===== src/rtl/fir_decim_dump.sv =====
// Integrate-and-dump decimator for the shift-add FIR output stream.
// Skips the FIR start-up transient, averages DECIM samples per result, and buffers results in a small FIFO.
module fir_decim_dump #(
    parameter int unsigned DW     = 16,
    parameter int unsigned DECIM  = 4,
    parameter int unsigned WARMUP = 4,
    parameter int unsigned DEPTH  = 4
) (
    input  logic          clk,
    input  logic          rst,
    input  logic          sclr,
    input  logic [DW-1:0] din,
    input  logic          din_valid,
    output logic [DW-1:0] dout,
    output logic          dout_valid,
    input  logic          dout_ready,
    output logic          overflow
);

    localparam int unsigned LD   = $clog2(DECIM);
    localparam int unsigned AW   = $clog2(DEPTH);
    localparam int unsigned PW   = AW + 1;
    localparam int unsigned ACCW = DW + LD;
    localparam int unsigned WCW  = (WARMUP > 1) ? $clog2(WARMUP) : 1;

    typedef enum logic {
        WARM,
        ACCUM
    } state_t;

    state_t          state_q, state_d;
    logic [WCW-1:0]  warm_q, warm_d;
    logic [LD-1:0]   k_q, k_d;
    logic [ACCW-1:0] acc_q, acc_d;
    logic [PW-1:0]   wr_q, wr_d;
    logic [PW-1:0]   rd_q, rd_d;
    logic            ovf_q, ovf_d;
    logic [DW-1:0]   mem [DEPTH];

    logic [ACCW-1:0] sum;
    logic [DW-1:0]   result;
    logic            empty;
    logic            full;
    logic            pop;
    logic            push;
    logic            wr_en;

    // Accumulator is wide enough that the final sum of a block cannot wrap.
    assign sum    = acc_q + ACCW'(din);
    assign result = DW'(sum >> LD);

    // Extra pointer MSB separates full from empty when the indices match.
    assign empty = (wr_q == rd_q);
    assign full  = (wr_q[AW-1:0] == rd_q[AW-1:0]) && (wr_q[AW] != rd_q[AW]);
    assign pop   = !empty && dout_ready;

    // Next-state logic: warmup skip, block integration, FIFO pointers, sclr flush.
    always_comb begin
        state_d = state_q;
        warm_d  = warm_q;
        k_d     = k_q;
        acc_d   = acc_q;
        ovf_d   = ovf_q;
        push    = 1'b0;
        wr_en   = 1'b0;
        wr_d    = wr_q;
        rd_d    = rd_q;

        case (state_q)
            WARM: begin
                if (din_valid) begin
                    if (warm_q == WCW'(WARMUP - 1)) begin
                        state_d = ACCUM;
                        warm_d  = '0;
                    end else begin
                        warm_d = warm_q + WCW'(1);
                    end
                end
            end
            ACCUM: begin
                if (din_valid) begin
                    if (k_q == LD'(DECIM - 1)) begin
                        push  = 1'b1;
                        acc_d = '0;
                        k_d   = '0;
                    end else begin
                        acc_d = sum;
                        k_d   = k_q + LD'(1);
                    end
                end
            end
        endcase

        wr_en = push && (!full || pop);
        if (push && full && !pop) begin
            ovf_d = 1'b1;
        end
        wr_d = wr_q + PW'(wr_en);
        rd_d = rd_q + PW'(pop);

        if (sclr) begin
            state_d = WARM;
            warm_d  = '0;
            k_d     = '0;
            acc_d   = '0;
            ovf_d   = 1'b0;
            wr_en   = 1'b0;
            wr_d    = '0;
            rd_d    = '0;
        end
    end

    always_ff @(posedge clk or negedge rst) begin
        if (!rst) begin
            state_q <= WARM;
            warm_q  <= '0;
            k_q     <= '0;
            acc_q   <= '0;
            wr_q    <= '0;
            rd_q    <= '0;
            ovf_q   <= 1'b0;
        end else begin
            state_q <= state_d;
            warm_q  <= warm_d;
            k_q     <= k_d;
            acc_q   <= acc_d;
            wr_q    <= wr_d;
            rd_q    <= rd_d;
            ovf_q   <= ovf_d;
        end
    end

    // Storage needs no reset: the head is masked to zero while empty.
    always_ff @(posedge clk) begin
        if (wr_en) begin
            mem[wr_q[AW-1:0]] <= result;
        end
    end

    assign dout       = empty ? '0 : mem[rd_q[AW-1:0]];
    assign dout_valid = !empty;
    assign overflow   = ovf_q;

endmodule


===== config.mk =====
export PLATFORM = sky130hd
export DESIGN_NAME = fir_decim_dump
export DESIGN_NICKNAME = d
export VERILOG_FILES = /design/src/rtl/fir_decim_dump.sv
export SDC_FILE = /design/constraint.sdc
export NUM_CORES = 1
export LEC_CHECK = 0
export ABC_CLOCK_PERIOD_IN_PS = 8850
export CAP_MARGIN = 25
export CORE_AREA = 2 2 119 121
export CTS_CLUSTER_SIZE = 12
export DETAILED_ROUTE_END_ITERATION = 6
export DIE_AREA = 0 0 121 123
export SLEW_MARGIN = 20
export SYNTH_ARGS = -nofsm -noshare
export SYNTH_HDL_FRONTEND = slang
export SYNTH_SLANG_ARGS = --single-unit

===== constraint.sdc =====
create_clock -name clk -period 8.85 [get_ports clk]
set_input_delay 0.885 -clock clk [delete_from_list [all_inputs] [get_ports clk]]
set_output_delay 0.885 -clock clk [all_outputs]
set_load 0.05 [all_outputs]

Yosys cells after proc, flatten, opt, wreduce, memory -nomap -nowiden:

Memories as Yosys holds them, arrays and structs flattened.
Cells that the tools add are included.

* add/subtract/negate cells: 5
* equality and inequality tests: 6
* muxes and demuxes: 27
* reduce and logical (&&, ||, !) cells: 14

Operators with widths (count)
* 2-to-1 mux 18 bit: 4
* adder 18 x 16 -> 18 bit: 1
* 2-to-1 mux 16 bit: 1
* 2-to-1 mux 2 bit: 8
* 2-to-1 mux 1 bit: 12
* adder 3 x 1 -> 3 bit: 2
* 2-to-1 mux 3 bit: 2
* nonzero test 2 bit: 3
* logical AND 1 bit: 5
* adder 2 x 1 -> 2 bit, second input constant: 2
* == test 2 bit, second input constant: 2
* AND reduction 2 bit: 2
* == test 3 bit: 1
* zero test 1 bit: 3
* == test 2 bit: 1
* != test 2 bit, second input constant: 1
* logical OR 1 bit: 1
* != test 1 bit: 1

* bits in registers: 30
* bits in writable memories: 64
* input bits: 21
* output and inout port bits: 18
* logic and storage cells: 60
* memories: 1

Memory list
* mem: depth 4, bits a word 16, rd ports 1, clocked after memory_dff 0, wr ports 1, line 38 `logic [DW-1:0] mem [DEPTH];`

Depth between registers and ports, before layout:

* word-level depth: 8
* mapped depth: 10
* gate-level depth less buffers: 8

Worst setup path after synthesis:

OpenSTA, ideal clock, no wires.

* path kind: input-to-reg
* start point: input din_valid
* end point: memory mem[0][0] (enable)
* library setup time: 0.413 ns
* data arrival time: 2.751 ns
* data required time: 8.437 ns
* path slack: 5.687 ns
* stages: 4
* path buffers: 1
* cell sequence: clkbuf_1 > nand3_1 > nor3_1 > nor3b_1

* cells in the longest elaborated chain, start to end: 6

RTL lines
* from (decl): line 13 `input logic din_valid,`
* 2-to-1 mux 1 bit: line 81 `if (din_valid) begin`
* 2-to-1 mux 1 bit: line 69 `case (state_q)`
* logical AND 1 bit: line 94 `wr_en = push && (!full || pop);`
* 2-to-1 mux 1 bit: line 101 `if (sclr) begin`
* 2-to-1 mux 1 bit: line 135 `if (wr_en) begin`
* 2-to-1 mux 1 bit (implied by the code): line 136 `mem[wr_q[AW-1:0]] <= result;`
* to (decl): line 38

No other way between the ends.

Worst setup path after layout:

* start point: register rd_q[1]
* end point: output dout[7]

* cells in the longest elaborated chain, start to end: 2
* elaborated cells on any way between the ends: 3
* those cells by class: 1 x eq/ne; 1 x mux; 1 x memory

RTL lines
* from (decl): line 36 `logic [PW-1:0] rd_q, rd_d;`
* from (signal assigned): line 128 `rd_q <= rd_d;`
* memory read (4 x 16 bit) or == test 3 bit (tied branches)
* 2-to-1 mux 16 bit (*): line 140 `assign dout = empty ? '0 : mem[rd_q[AW-1:0]];`
* to (decl): line 14 `output logic [DW-1:0] dout,`

Every way passes the cells marked *; elsewhere a longest branch is shown, timed or not.

==> metrics.md <==
| Metric | Value |
|---|---|
| Area grow syn2layout | 19.0% |
| Iter 0 DRT Violations | 143 |
| Buffers on Ports | 38 |
| Drt total wl | between 8000 and 9000 um |
| Antenna violations before repair | 0 |
| H-Tree Depth | 3 |
| Gr ovfl total | 0 |
| Synth unique cells | 47 |
| Number of clock sinks | 94 |
| DRC viols | 0 |
| Clk slew on worst S/H paths | about 0.060 ns |
| Mux cell area share after synthesis | 0.0818 |
| Max Slew Vio Count | 0 |
| Routability cong. | 0.799 |
| Largest net degree at the start of global routing | 31 |
| Post-synthesis xor/xnor area fraction | 0.0445 |
| Overall via count from detail_route | between 2000 and 3000 |
| Final Setup Violations | 0 |
| Main combinational cell family by area after synthesis | compound AO/OA/AOI/OAI gates |
| Synth Area in Adders | 0.0652 |
| HP Start | acc_q[2] |
| Row count | 43 |
| Clk Tree Root Cell | clkbuf_16 |
| Yosys Warn Count | 0 |
| Simple-Gate Fraction of Synth Area | 0.0881 |
| VDD IR max | 85.8 uV |
| RSZ-0062 raised after global routing | no |
| Critical path required time | 7.97 ns |
| Worst setup path start | rd_q[1] |
| Multi-input logic area | between 1500 and 2000 um^2 |
| MaxCap Viol Count | 0 |
| Top sig layer | met4 |
| FF+latch count, synth | 94 |
| I/O pin cnt | 39 |
| Layout cells sized above 1 | 0.136 |
| Power Density | 161 nW/um^2 |
| Core Area | 13600 um^2 |
| Seq/Total Area, Yosys | 0.590 |
| Period minus WS final | slightly below 4 ns |
| Die height | 123 um |
| Status | finished clean |
| Crit Path Max Fanout | 18 |
| FILL cells | 1248 |
| CTS Buf Count | 9 |
| First-pass GRT wire length | 14400 um |
| Final HPWL DP | 6090 um |
| Starting density of the core | 0.333 |
| N_diodes | 0 |
| Startpoint Class | flop |
| Commonest non-fill, non-tap cell in the layout | edfxtp_1 |
| Commonest cells after routing, fill and taps aside | 64 x edfxtp_1, 38 x clkdlybuf4s50_1, 30 x dfrtp_1 |
| Clock Skew | 0.00558 ns |
| Ys async rst share | 0.319 |
| Synth Flop Type | edfxtp_1 |
| Setup WS post-layout | 5.01 ns |
| Die width | 121 um |
| First-pass iteration count of the detailed router | 4 |
| Sequential Area | 2670 um^2 |
| # Post-CTS Setup Buffers | 0 |
| EDFF count, synth | 64 |
| Final Hold Vio Count | 0 |
| Achievable Freq | 260 MHz |
| Worst slew margin | 0.338 |
| Post-synth design cell area | between 4000 and 5000 um^2 |
| Vias/cell | roughly 5.0 |
| Clock latency on the worst-skew pair | 0.34 ns |
| Setup CP Type | flop to primary output |
| Min-Delay Path Class | flop to flop |
| Post-CTS Hold Fix Bufs | 0 |
| Total track usage | 0.129 |
| Synthesized area per cell | 14.4 um^2 |
| Worst slack, placed | 5.20 ns |
| Synth Net Count | 359 |
| Metal3 WL | 276 um |
| Fin nets | 400 |
| Endpoint class of the critical path | primary output |
| Number of global-route vias before repair | 2795 |
| Post-synthesis compound-gate area fraction | 0.114 |
| Worst slew pin tran | slightly below 1 ns |
| Leak | 2.11 nW |
| Worst flop-to-flop path startpoint | rd_q[1] |
| Cts repair resizes | 0 |
| Full die area | approximately 15000 um^2 |
| Post-synthesis instance total | 315 |
| Setup TNS | 0 ns |
| Met2 WL | 4390 um |
| Routed length on met1 | 4070 um |
| Routed len/inst | 16.4 um |
| CTS tree | done |
| CP arrival | just under 3 ns |
| Final period util | 0.434 |
| Max Root-Sink Buffers | 2 |
| DRT antenna net count | 0 |
-- cells by family after synthesis --
group | after synthesis
flip-flops | 94
buffers and inverters | 15
adder cells (fa/ha/maj) | 23
AO/OA/AOI/OAI | 67
multiplexers | 17
AND/OR/NAND/NOR | 76
XOR/XNOR | 23
-- cell type report --
type,instances,share of cell area
Timing Repair Buffer,42,0.0762
Clock buffer,9,0.0418
Clock inverter,7,0.00929
Inverter,3,0.00209
Multi-Input combinational cell,206,0.333
Tap cell,180,0.0418
Sequential cell,94,0.496
-- per-layer routing --
| layer | GRT usage | vias to the layer above |
|---|---|---|
| met5 | 0 | - |
| met4 | 0.0451 | 0 |
| met3 | 0.0235 | 10 |
| met2 | 0.220 | 47 |
| met1 | 0.164 | 1338 |
| li1 | - | 1292 |
-- Yosys cell counts, types with 2 or more instances --
cell type | instances | area [um^2]
a211o_1 | 2 | 17.5
a21o_1 | 9 | 67.6
a21oi_1 | 14 | 70.1
a21oi_2 | 4 | 35.0
a22o_1 | 16 | 140
a22oi_1 | 2 | 15.0
and3_1 | 7 | 43.8
and3_2 | 2 | 15.0
buf_2 | 2 | 10.0
clkbuf_1 | 8 | 30.0
dfrtp_1 | 30 | 751
edfxtp_1 | 64 | 1920
ha_1 | 22 | 275
inv_1 | 3 | 11.3
mux4_2 | 16 | 360
nand2_1 | 16 | 60.1
nand3_1 | 3 | 15.0
nor2_1 | 16 | 60.1
nor2b_1 | 23 | 144
nor3_1 | 3 | 15.0
o21a_1 | 4 | 30.0
o21ai_0 | 2 | 10.0
o21bai_1 | 2 | 15.0
xnor2_1 | 14 | 123
xor2_1 | 9 | 78.8
-- final timing paths --
path | endpoint | slack, ns | cells past startpoint
setup reg to reg | mem[1][14] | 6.03 | 6
min in group asynchronous | wr_q[0] | 0.95 | 2
max in group asynchronous | acc_q[7] | 7.60 | 2
hold reg to reg | acc_q[2] | 0.51 | 1
setup / recovery | dout[7] | 5.01 | 4
hold / removal | acc_q[2] | 0.51 | 1
-- worst max-delay path: stages (launching register included) --
cell,delay [ns]
dfrtp_1,0.87
xnor2_1,0.20
and3_1,0.64
nor2b_1,0.15
clkdlybuf4s50_1,0.74
-- registers in the layout (all words and copies together) (netlist names) --
name      flops
mem          64
acc_q        18
rd_q          3
wr_q          3
k_q           2
warm_q        2
overflow      1
state_q       1
-- power breakdown --
part | total, mW | leakage (nW) | internal (mW) | switching (mW)
Clock | 0.352 | 0.129 | 0.191 | 0.162
Sequential | 0.473 | 0.995 | 0.472 | 0.00109
Combinational | 0.0420 | 0.985 | 0.0171 | 0.0249
-- stage by stage --
stage	power, mW	cells	util	instance area (um^2)	hold WS, ns
finish	0.868	541	0.396	5390	0.511
detailed placement	0.525	525	0.376	5110	0.498
global placement	0.523	525	0.376	5110	0.493
global route	0.897	541	0.396	5390	0.534
CTS	0.878	541	0.396	5390	0.517
floorplan	0.504	315	-	4530	0.477
Power figures use the tool's default switching activity.
==> RTL change (config.mk and constraints unchanged) <==
Make the reset (`rst`) synchronous in one clocked block.
--- a/src/rtl/fir_decim_dump.sv
+++ b/src/rtl/fir_decim_dump.sv
@@ -110,7 +110,7 @@
         end
     end
 
-    always_ff @(posedge clk or negedge rst) begin
+    always_ff @(posedge clk) begin
         if (!rst) begin
             state_q <= WARM;
             warm_q  <= '0;
Function: differs if rst is asserted again (counterexample within 10 cycles, from zero or initial values and one cycle with rst low); with rst held inactive, the same outputs for 10 cycles.
==> RTL change against the unedited design <==
- sequential cell count did not move
- final area fell by 1.6%
- utilization fell by 0.62 points
- clock power rose by 6.2%
- total power rose by 0.85%
- clock skew rose by 1.5 ps
- setup slack got worse by 36 ps
- area after synthesis fell by 2.1%
- wire length rose by 0.84%
- critical path type unchanged
- largest power group unchanged
==> RTL change: results (changes against the unedited design) <==
wire per inst=15.8 microns (-3.3%); RR Endpoint=mem[1][2]; syn_area_per_cell=13.0 sq um (-9.3%); LEAKAGE=1.82 nW (-14%); xor/xnor share of the synthesized area=3.56% (-0.89 points); Final Non-Filler Cells=564 (+4.3%); Total Nets Final=423 (+5.8%); multiplexer area fraction after synthesis=8.35% (+0.18 points); Place WS=5170 ps (-30.4 ps); vias in the first global route=2782 (-0.47%); Compound-Gate Fraction of Synth Area=12.2% (+0.84 points); skew final=7.11 ps (+1.53 ps); VDD IR max=0.0000984 V (+15%); top cells by area, synth=edfxtp_1 43%, dfxtp_1 14%, mux4_2 8.1%; HPWL Detailed=6310 microns (+3.6%); FFs w/ async S/R, synth=0% (-32 points); Starting Density=32.6% (-0.71 points); number of DRC markers in iteration 0=202 (+41%); Critical Path AT=2990 ps (+30 ps); first-pass GRT wire length=14400 microns (-0.34%); Synth top cells by count=64 x edfxtp_1, 30 x dfxtp_1, 26 x nor2_1; status=complete, no violations; vias=2746 (+2.2%); Placed Instances=548 (+4.4%); Critical Path Sink=dout[10]; reg-to-reg critical path startpoint=rd_q[1]; Placer Congestion=0.890 (+11%); post-synthesis sequential area ratio=56.9% (-2.1 points); reg2reg setup slack=5950 ps (-80 ps); Tot GR Track Use=12.7% (-0.20 points)
==> RTL change: per-layer routing <==
| layer | vias to the layer above | routed length [microns] | GRT usage (%) |
|---|---|---|---|
| li1 | 1358 | - | - |
| met2 | 37 | 4590 | 22.1 |
| met1 | 1345 | 4050 | 15.7 |
| met3 | 6 | 202 | 2.31 |
| met4 | 0 | 83 | 4.65 |
| met5 | - | 0 | 0 |
==> RTL change: cell type report <==
type / count / area share (%)
Clock inverter: 6 / 1.20
Timing Repair Buffer: 40 / 7.45
Tap cell: 180 / 4.25
Inverter: 9 / 0.637
Clock buffer: 10 / 4.32
Multi-Input combinational cell: 225 / 34.6
Sequential cell: 94 / 47.6
==> RTL change: worst min-delay path by stage <==
stage                         start        end  slack (ps)  depth (start not counted)
after floorplan           acc_q[10]  acc_q[10]         430                          2
after global placement    acc_q[10]  acc_q[10]         440                          2
after detailed placement  acc_q[10]  acc_q[10]         460                          2
after CTS                 acc_q[14]  acc_q[14]         470                          2
after global routing         k_q[1]     k_q[1]         500                          2
final                     acc_q[14]  acc_q[14]         470                          2
==> RTL change: worst max-delay path, cell delays in order, from the launching register on <==
cell	delay (ps)
dfxtp_1	920
xnor2_1	200
and3_1	670
nor2b_1	110
clkdlybuf4s50_1	750
==> RTL change: through the flow <==
step	hold slack (ps)	util (%)	instance area, sq um	total power [mW]
after floorplan	429	-	4430	0.494
after global placement	440	36.8	5010	0.510
after detailed placement	457	36.8	5010	0.511
after CTS	473	39.0	5300	0.887
after global routing	497	39.0	5300	0.903
final	467	39.0	5300	0.875
==> RTL change: where the power goes <==
part	internal, mW	switching (mW)
clock	0.218	0.156
sequential	0.468	0.000200
combinational	0.0142	0.0188
total	0.700	0.175
==> RTL change: logic make-up (layout without fill, tap and decap cells) <==
group,after synthesis,count (layout)
buffers and inverters,21,65
AOI/OAI and AO/OA,73,73
adders and majority gates,23,23
DFF,94,94
muxes,17,17
and+or+nand+nor,94,94
xor gates and xnor gates,18,18
